<file path="config.mk">
export PLATFORM = sky130hd
export DESIGN_NAME = approx_mul_arbiter
export DESIGN_NICKNAME = d
export VERILOG_FILES = /design/src/rtl/approx_mul_arbiter.sv
export SDC_FILE = /design/constraint.sdc
export NUM_CORES = 1
export LEC_CHECK = 0
export ABC_AREA = 1
export CAP_MARGIN = 20
export CORE_MARGIN = 2
export CORE_UTILIZATION = 50
export DETAILED_ROUTE_END_ITERATION = 12
export PLACE_DENSITY = 0.83
export SLEW_MARGIN = 15
export SYNTH_ARGS = -nofsm -noshare
export SYNTH_HDL_FRONTEND = slang
export SYNTH_SLANG_ARGS = --single-unit
</file>
<file path="constraint.sdc">
create_clock -name clk -period 4.1 [get_ports clk]
set_input_delay 1.23 -clock clk [delete_from_list [all_inputs] [get_ports clk]]
set_output_delay 1.23 -clock clk [all_outputs]
set_load 0.01 [all_outputs]
</file>
<file path="src/rtl/approx_mul_arbiter.sv">
// Two-port round-robin front end for a shared external 8x8 signed multiplier.
// Each port owns an accumulator that is either loaded with or accumulates the product.
module approx_mul_arbiter #(
  parameter int unsigned SETTLE_CYCLES = 1,
  parameter int unsigned ACC_W         = 20
) (
  input  logic               clk,
  input  logic               rst,
  input  logic [1:0]         req_valid,
  output logic [1:0]         req_ready,
  input  logic [15:0]        req_a,
  input  logic [15:0]        req_b,
  input  logic [1:0]         req_acc,
  output logic [1:0]         rsp_valid,
  input  logic [1:0]         rsp_ready,
  output logic [2*ACC_W-1:0] rsp_data,
  output logic [7:0]         mul_c,
  output logic [7:0]         mul_d,
  input  logic [15:0]        mul_result
);

  localparam int unsigned CNT_W = 4;

  typedef enum logic [1:0] {IDLE, ISSUE, RESP} state_t;

  state_t                  state, state_nxt;
  logic                    last_grant, last_grant_nxt;
  logic                    port, port_nxt;
  logic                    acc_mode, acc_mode_nxt;
  logic [CNT_W-1:0]        cnt, cnt_nxt;
  logic [7:0]              mul_c_nxt, mul_d_nxt;
  logic [1:0]              rsp_valid_nxt;
  logic [1:0][ACC_W-1:0]   acc_q, acc_nxt;
  logic [1:0]              grant_c;
  logic                    sel_c;
  logic [ACC_W-1:0]        prod_c;

  // Grant: single requester wins; on contention the port not served last wins
  always_comb begin
    grant_c = 2'b00;
    sel_c   = 1'b0;
    case (req_valid)
      2'b01: begin
        grant_c = 2'b01;
        sel_c   = 1'b0;
      end
      2'b10: begin
        grant_c = 2'b10;
        sel_c   = 1'b1;
      end
      2'b11: begin
        sel_c   = ~last_grant;
        grant_c = sel_c ? 2'b10 : 2'b01;
      end
      default: ;
    endcase
  end

  assign req_ready = {2{(state == IDLE) & ~rst}} & grant_c;
  assign prod_c    = ACC_W'($signed(mul_result));
  assign rsp_data  = acc_q;

  always_comb begin
    state_nxt      = state;
    last_grant_nxt = last_grant;
    port_nxt       = port;
    acc_mode_nxt   = acc_mode;
    cnt_nxt        = cnt;
    mul_c_nxt      = mul_c;
    mul_d_nxt      = mul_d;
    rsp_valid_nxt  = rsp_valid;
    acc_nxt        = acc_q;
    case (state)
      IDLE: begin
        if (|(req_valid & req_ready)) begin
          port_nxt       = sel_c;
          last_grant_nxt = sel_c;
          acc_mode_nxt   = req_acc[sel_c];
          mul_c_nxt      = sel_c ? req_a[15:8] : req_a[7:0];
          mul_d_nxt      = sel_c ? req_b[15:8] : req_b[7:0];
          cnt_nxt        = CNT_W'(SETTLE_CYCLES);
          state_nxt      = ISSUE;
        end
      end
      ISSUE: begin
        cnt_nxt = cnt - CNT_W'(1);
        // Product has settled: commit it to the granted accumulator
        if (cnt <= CNT_W'(1)) begin
          acc_nxt[port]       = acc_mode ? (acc_q[port] + prod_c) : prod_c;
          rsp_valid_nxt[port] = 1'b1;
          state_nxt           = RESP;
        end
      end
      RESP: begin
        if (rsp_ready[port]) begin
          rsp_valid_nxt = 2'b00;
          state_nxt     = IDLE;
        end
      end
      default: state_nxt = IDLE;
    endcase
  end

  always_ff @(posedge clk or posedge rst) begin
    if (rst) begin
      state      <= IDLE;
      last_grant <= 1'b1;
      port       <= 1'b0;
      acc_mode   <= 1'b0;
      cnt        <= '0;
      mul_c      <= '0;
      mul_d      <= '0;
      rsp_valid  <= 2'b00;
      acc_q      <= '0;
    end else begin
      state      <= state_nxt;
      last_grant <= last_grant_nxt;
      port       <= port_nxt;
      acc_mode   <= acc_mode_nxt;
      cnt        <= cnt_nxt;
      mul_c      <= mul_c_nxt;
      mul_d      <= mul_d_nxt;
      rsp_valid  <= rsp_valid_nxt;
      acc_q      <= acc_nxt;
    end
  end

endmodule

</file>
# Word-level counts from Yosys, hierarchy flattened
# Cells that the tools add are included.
[totals] output_inout_bits=60 ff_bits=67 inputBits=56
[op_classes] bitwise_logic=6 eq_ne=8 n_reduce_logical=10 n_addsub=2 muxes=25 n_lt_le_gt_ge=4
[op_table] operator="2-to-1 mux 20 bit" n=4
[op_table] operator="bitwise mux 40 bit" n=1
[op_table] operator="adder 20 bit" n=1
[op_table] operator="demux 20 bit (select 1 bit)" n=1
[op_table] operator="2-to-1 mux 8 bit" n=2
[op_table] operator="case mux 2 bit (3 select lines)" n=2
[op_table] operator="2-to-1 mux 2 bit" n=5
[op_table] operator="case mux 4 bit (2 select lines)" n=1
[op_table] operator="== test 2 bit, second input constant" n=3
[op_table] operator="AND reduction 2 bit" n=3
[op_table] operator="AND reduction 3 bit" n=2
[op_table] operator="2-to-1 mux 1 bit" n=5
[op_table] operator="bitwise AND 2 bit" n=2
[op_table] operator="== test 2 x 1 -> 1 bit, second input constant" n=2
[op_table] operator="<= comparator 4 x 1 -> 1 bit, second input constant" n=1
[op_table] operator="less-than comparator 1 x 2 -> 1 bit, second input constant" n=2
[op_table] operator="2-to-1 mux 4 bit" n=1
[op_table] operator="!= test 2 bit, second input constant" n=2
[op_table] operator="case mux 2 bit (2 select lines)" n=1
[op_table] operator="nonzero test 2 bit" n=2
[op_table] operator="subtractor 4 x 1 -> 4 bit, second input constant" n=1
[op_table] operator="logical NOT 2 bit" n=1
[op_table] operator="!= test 2 x 1 -> 1 bit, second input constant" n=1
[op_table] operator="inverter 1 bit" n=2
[op_table] operator="7 further kinds" n=7

# Longest topological paths before layout
# Gate-level depths: netlist of run 1.
[logic_depth] ltp_word=7 mapped_depth=20

# Least setup slack after synthesis of run 1
# Ideal clock, no wire load.
[synth_path] kind="input-to-output" start="in req_valid[1]" end="out req_ready[1]" required_ps=2870 path_buffers=0 arrival_ps=1701 path_slack_ps=1169 path_stages=4 cell_sequence="inv_1 -> o21ai_2 -> nand2_2 -> nor2_4"
[synth_between] elab_chain_cells=3
[synth_lines] item="from (decl)" line_no="9" text="input logic [1:0] req_valid,"
[synth_lines] item="== test 2 bit or == test 2 x 1 -> 1 bit (tied branches)" line_no="42" text="case (req_valid)"
[synth_lines] item="case mux 2 bit (3 select lines) *" line_no="42"
[synth_lines] item="bitwise AND 2 bit *" line_no="59" text="assign req_ready = {2{(state == IDLE) & ~rst}} & grant_c;"
[synth_lines] item="to (decl)" line_no="10" text="output logic [1:0] req_ready,"
# Mark *: on every way between the ends. The rest lies on a longest branch, timed or not.

# Worst setup path after layout of run 1
# Ends and elaborated chain as after synthesis.

==> metrics.yaml, run 1 <==
multi_input_area_um2: 2370
grt_setup_unrepaired: "false"
placed_cells: 841
layout.nets: 822
grt_pass1_vias: 4350
htreeDepth: 3
placed_cell_area_um2: 5610
area_delta_synth_final_pct: 32.5
die-height_um: 97.8
synth_cells: 631
crit_path_end_kind: "primary output"
io_pins: 116
insertion_delay_ns: 0.35
cts_num_sinks: 67
slew_violations: 0
cts-hold-fix-buffers: 0
synth_nets: 709
final_cells: 857
grt_pass1_wl_mm: 19.8
holdCritStartpoint: "last_grant"
synth_flop_cell: "dfrtp_1"
finalSetupViolCount: 0
cts_buffer_depth: 2
nFillCells: 733
reg2reg_depth: 17
hold_end: "last_grant"
final_cell_mix: "nand2_1, clkdlybuf4s50_1, dfrtp_1, inv_1, nor2_1"
drt-wirelength-per-cell_um: 13.9
cts_resized: 0
synth_seq_area_share: 0.381
rrSetupSlack_ns: 1.23
fin_crit_sh: 0.955
syn_area_um2: 4400
num_antenna_cells: 0
via_count: 4457
synth_top_cell_by_area: "dfrtp_1"
gp_congestion: 0.923
via_per_inst: 5.20
yosysUniqueCellTypes: 38
tns_ns: 0
rr_startpoint: "port"
core_area_um2: 8640
status: "completed"
hold_path_class: "register to register"
async_flop_share: 1.00
path_class: "primary input to primary output"
p_total_mw: 5.07
max_clock_freq_mhz: 255
drtIter0Drc: 299
cts_tree: "done"
skew_ns: 0.0161
critPathRequiredTime_ns: 2.87
max-slew-margin-rel: 0.368
postLayoutCellArea_um2: 5830
cts-buffers-inserted: 9
period_minus_slack_ns: 3.92
antenna_found_initial: 0
final_common_cell: "nand2_1"
start_util: 0.510
yosys.area.top_type_share: 0.375
reg2reg_to: "rsp_data[17]"
hold_slack_ns: 0.484
synth.area.top_cells: "dfrtp_1, nand2_1, ha_1"
die_w_um: 97.8
startpoint_type: "primary input"
worstPathMaxFanout: 3
worstMarginPinSlew_ns: 0.948
ir_drop_mv: 0.317
cts-root-buf: "clkbuf_8"
port_buffers: 115
drc: 0
rows: 34
ys_ff_latch: 67
grt_max_degree: 42
avgSynthCellArea_um2: 6.98
cts.clk_slew.worst_paths_ns: 0.08
ant_nets: 0
regArea_um2: 1680
hold_viol_final: 0
yosysWarningCount: 0
grt.overflow.total: 0
grt_usage: 0.254
hpwl_mm: 9.03
holdPathStages: 2
synth_edf_count: 0
max_cap_viol_count: 0
wirelength_mm: 11.9
die-area_um2: 9570
p_leak_nw: 2.92
drive_gt1_frac: 0.0721
cts_setup_buffers: 0
arrival_ns: 2.69
drt_pass1_iterations: 6
power_density_nw_per_um2: 869
[synth_stat cells, types with 2 or more instances]
cell,n
buf_2,5
clkbuf_1,7
o22ai_1,2
ha_1,21
nor2_8,2
or2_2,5
o21ai_1,19
o211ai_1,3
inv_1,54
nand4_1,2
nor2_1,49
o21ai_2,7
nor2_4,2
xor2_1,2
o21ai_0,39
a31oi_1,4
nand2_1,251
dfrtp_1,66
nand3_1,37
and2_1,2
xnor2_1,6
buf_6,5
nor2_2,3
buf_4,2
inv_2,7
a21oi_1,17
[layer usage]
| metal | GRT usage | up-vias | part of all wire |
|---|---|---|---|
| met5 | 0 | - | 0 |
| met1 | 0.312 | 2021 | 0.43 |
| li1 | - | 2238 | - |
| met3 | 0.0680 | 26 | 0.081 |
| met4 | 0.103 | 0 | 0.021 |
| met2 | 0.425 | 172 | 0.47 |
[logic make-up (layout without fill, tap and decap cells)]
family                     after synthesis  in the layout  share of synthesized area
muxes                                    1              1                    0.00227
buffers and inverters                   81            199                     0.0810
xor gates and xnor gates                 8              8                     0.0159
AOI/OAI and AO/OA                       94             94                      0.118
adders and majority gates               22             22                     0.0642
DFF                                     67             67                      0.381
and+or+nand+nor                        358            358                      0.337
[worst max path at each step]
stage | startpoint | endpoint | slack (ns) | depth (start not counted)
6_report | req_valid[1] | req_ready[1] | 0.18 | 6
4_1_cts | req_valid[1] | req_ready[1] | 0.18 | 6
5_1_grt | req_valid[1] | req_ready[1] | 0.10 | 6
3_3_place_gp | req_valid[1] | req_ready[1] | 0.20 | 6
2_1_floorplan | req_valid[1] | req_ready[1] | 1.17 | 4
3_5_place_dp | req_valid[1] | req_ready[1] | 0.18 | 6
[per-stage QoR]
stage	utilization	worst slack, ns
3_5_place_dp	0.650	0.184
2_1_floorplan	-	1.17
3_3_place_gp	0.650	0.204
5_1_grt	0.676	0.104
4_1_cts	0.676	0.177
6_report	0.676	0.184
[worst max-delay path: stages]
cell and delay, ns:
clkdlybuf4s50_1 0.49, inv_1 0.06, o21ai_2 0.15, nand2_2 0.09, nor2_4 0.12, clkdlybuf4s50_1 0.55
[cell type report]
class | instances | share of cell area
timing repair buffer | 121 | 0.205
clock inverter | 7 | 0.0169
multi-input combinational | 483 | 0.406
clock buffer | 9 | 0.0212
inverter | 62 | 0.0401
sequential | 67 | 0.288
tap | 108 | 0.0232
[state kept, by name, indices dropped and copies added (netlist names)]
name and count:
port 1, state 2, rsp_data 40, cnt 4, mul_c 8, last_grant 1
rsp_valid 2, acc_mode 1, mul_d 8
[report_power, final]
| part | internal [mW] | total (mW) | switching (mW) |
|---|---|---|---|
| clock network | 0.346 | 0.625 | 0.279 |
| logic | 1.37 | 3.18 | 1.81 |
| registers | 0.993 | 1.27 | 0.278 |
Note: power is estimated with default switching activity, not from simulation.
==> run 2, diff against run 1 <==
--- a/config.mk
+++ b/config.mk
@@ -8,9 +8,9 @@
 export ABC_AREA = 1
 export CAP_MARGIN = 20
 export CORE_MARGIN = 2
-export CORE_UTILIZATION = 50
+export CORE_UTILIZATION = 53
 export DETAILED_ROUTE_END_ITERATION = 12
-export PLACE_DENSITY = 0.83
+export PLACE_DENSITY = 0.87
 export SLEW_MARGIN = 15
 export SYNTH_ARGS = -nofsm -noshare
 export SYNTH_HDL_FRONTEND = slang
==> constraint.sdc (replaced) <==
create_clock -name clk -period 4.1 [get_ports clk]
set_input_delay 0.615 -clock clk [delete_from_list [all_inputs] [get_ports clk]]
set_output_delay 0.615 -clock clk [all_outputs]
set_load 0.02 [all_outputs]
==> run 2 against run 1 <==
Register-to-register slack worse by 0.13 ns. Clock skew down 0.0053 ns. Non-clock buffer count down 4. Sequential share of layout area up 0.19 points. Critical path depth unchanged. Sequential power about the same. Combinational power up 8.5%. Routed wire length up 5.0%. Sequential cell count unchanged. Global-route usage up 4.0 points. Core utilization up 3.7 points. Critical endpoint unchanged. Largest cell class unchanged. Largest power group unchanged. Highest routed layer unchanged.
==> metrics.yaml, run 2 (synthesis gave the netlist of run 1 again) <==
status: "completed"
ir_drop_mv: 0.453
core_area_um2: 8130
grt_setup_unrepaired: "false"
top_usage_layer: "met2"
holdPathStages: 2
htreeDepth: 3
grt_pass1_vias: 4646
arrival_ns: 2.47
skew_ns: 0.0108
cts_resized: 0
drtIter0Drc: 319
layout.nets: 818
hold_path_class: "register to register"
hold_viol_final: 0
finalSetupViolCount: 0
via_count: 4597
startpoint_type: "primary input"
die-height_um: 95.1
insertion_delay_ns: 0.35
final_cell_mix: "nand2_1, clkdlybuf4s50_1, dfrtp_1, inv_1, nor2_1"
final_cells: 850
gp_congestion: 0.910
critPathRequiredTime_ns: 3.48
rr_startpoint: "port"
cts-buffers-inserted: 9
hpwl_mm: 9.26
io_pins: 116
fin_crit_sh: 0.753
p_leak_nw: 2.90
tns_ns: 0
slew_violations: 0
met1_usage: 0.336
max_clock_freq_mhz: 324
start_util: 0.541
area_delta_synth_final_pct: 31.7
max-slew-margin-rel: 0.366
period_minus_slack_ns: 3.09
wirelength_mm: 12.5
worstPathMaxFanout: 19
holdCritStartpoint: "mul_c[2]"
crit_path_end_kind: "primary output"
die_w_um: 95.1
cts_buffer_depth: 2
die-area_um2: 9050
worstMarginPinSlew_ns: 0.950
rrSetupSlack_ns: 1.10
drive_gt1_frac: 0.0644
port_buffers: 115
use_met2: 0.519
power_density_nw_per_um2: 921
final_common_cell: "nand2_1"
cts_num_sinks: 67
cts.clk_slew.worst_paths_ns: 0.07
largest_reg_flops: 40
cts_setup_buffers: 0
cts-hold-fix-buffers: 0
num_antenna_cells: 0
max_cap_viol_count: 0
via_per_inst: 5.41
hold_slack_ns: 0.489
path_class: "primary input to primary output"
reg2reg_depth: 18
drc: 0
grt_usage: 0.294
cts_tree: "done"
cts-root-buf: "clkbuf_8"
placed_cells: 834
drt_pass1_iterations: 7
grt_max_degree: 44
antenna_found_initial: 0
rows: 33
startpoint: "req_valid[1]"
ant_nets: 0
grt.overflow.total: 0
grt_pass1_wl_mm: 20.8
drt-wirelength-per-cell_um: 14.7
use_met3: 0.0814
## run 2: report_power, final
part	internal (mW)	total (mW)	leakage, nW	switching, mW
registers	0.994	1.27	0.801	0.279
clock network	0.360	0.622	0.111	0.262
logic	1.37	3.45	1.99	2.08
## run 2: path summary, 6_finish.rpt
kind	end
min in group asynchronous	state[1]
min	mul_c[2]
min reg2reg	mul_c[2]
max in group asynchronous	rsp_data[37]
max reg2reg	rsp_data[16]
max	req_ready[1]
## run 2: through the flow
stage          worst slack, ns  cell area, µm²   util  power [mW]
3_3_place_gp              1.15            5580  0.686        4.55
3_5_place_dp              1.03            5580  0.686        4.67
6_report                  1.01            5800  0.713        5.34
4_1_cts                   1.02            5800  0.713        5.32
5_1_grt                  0.811            5800  0.713        5.81
2_1_floorplan             1.69            4400      -        3.53
## run 2: worst max-delay path, stage by stage
cell and delay (ns):
clkdlybuf4s50_1 0.52, inv_1 0.06, o21ai_2 0.17, nand2_2 0.26
nor2_4 0.20, clkdlybuf4s50_1 0.63
## run 2: final cells by class
| cell class | instances | area [µm²] |
|---|---|---|
| Inverter | 62 | 234 |
| Fill cell | 656 | 2340 |
| Tap cell | 105 | 131 |
| Clock buffer | 12 | 145 |
| Timing Repair Buffer | 117 | 1170 |
| Sequential cell | 67 | 1680 |
| Multi-Input combinational cell | 483 | 2370 |
| Clock inverter | 4 | 73.8 |
## run 2: layer usage
| layer | up-vias | routed length [µm] |
|---|---|---|
| li1 | 2230 | - |
| met5 | - | 0 |
| met1 | 2138 | 5000 |
| met2 | 200 | 6210 |
| met4 | 0 | 334 |
| met3 | 29 | 938 |
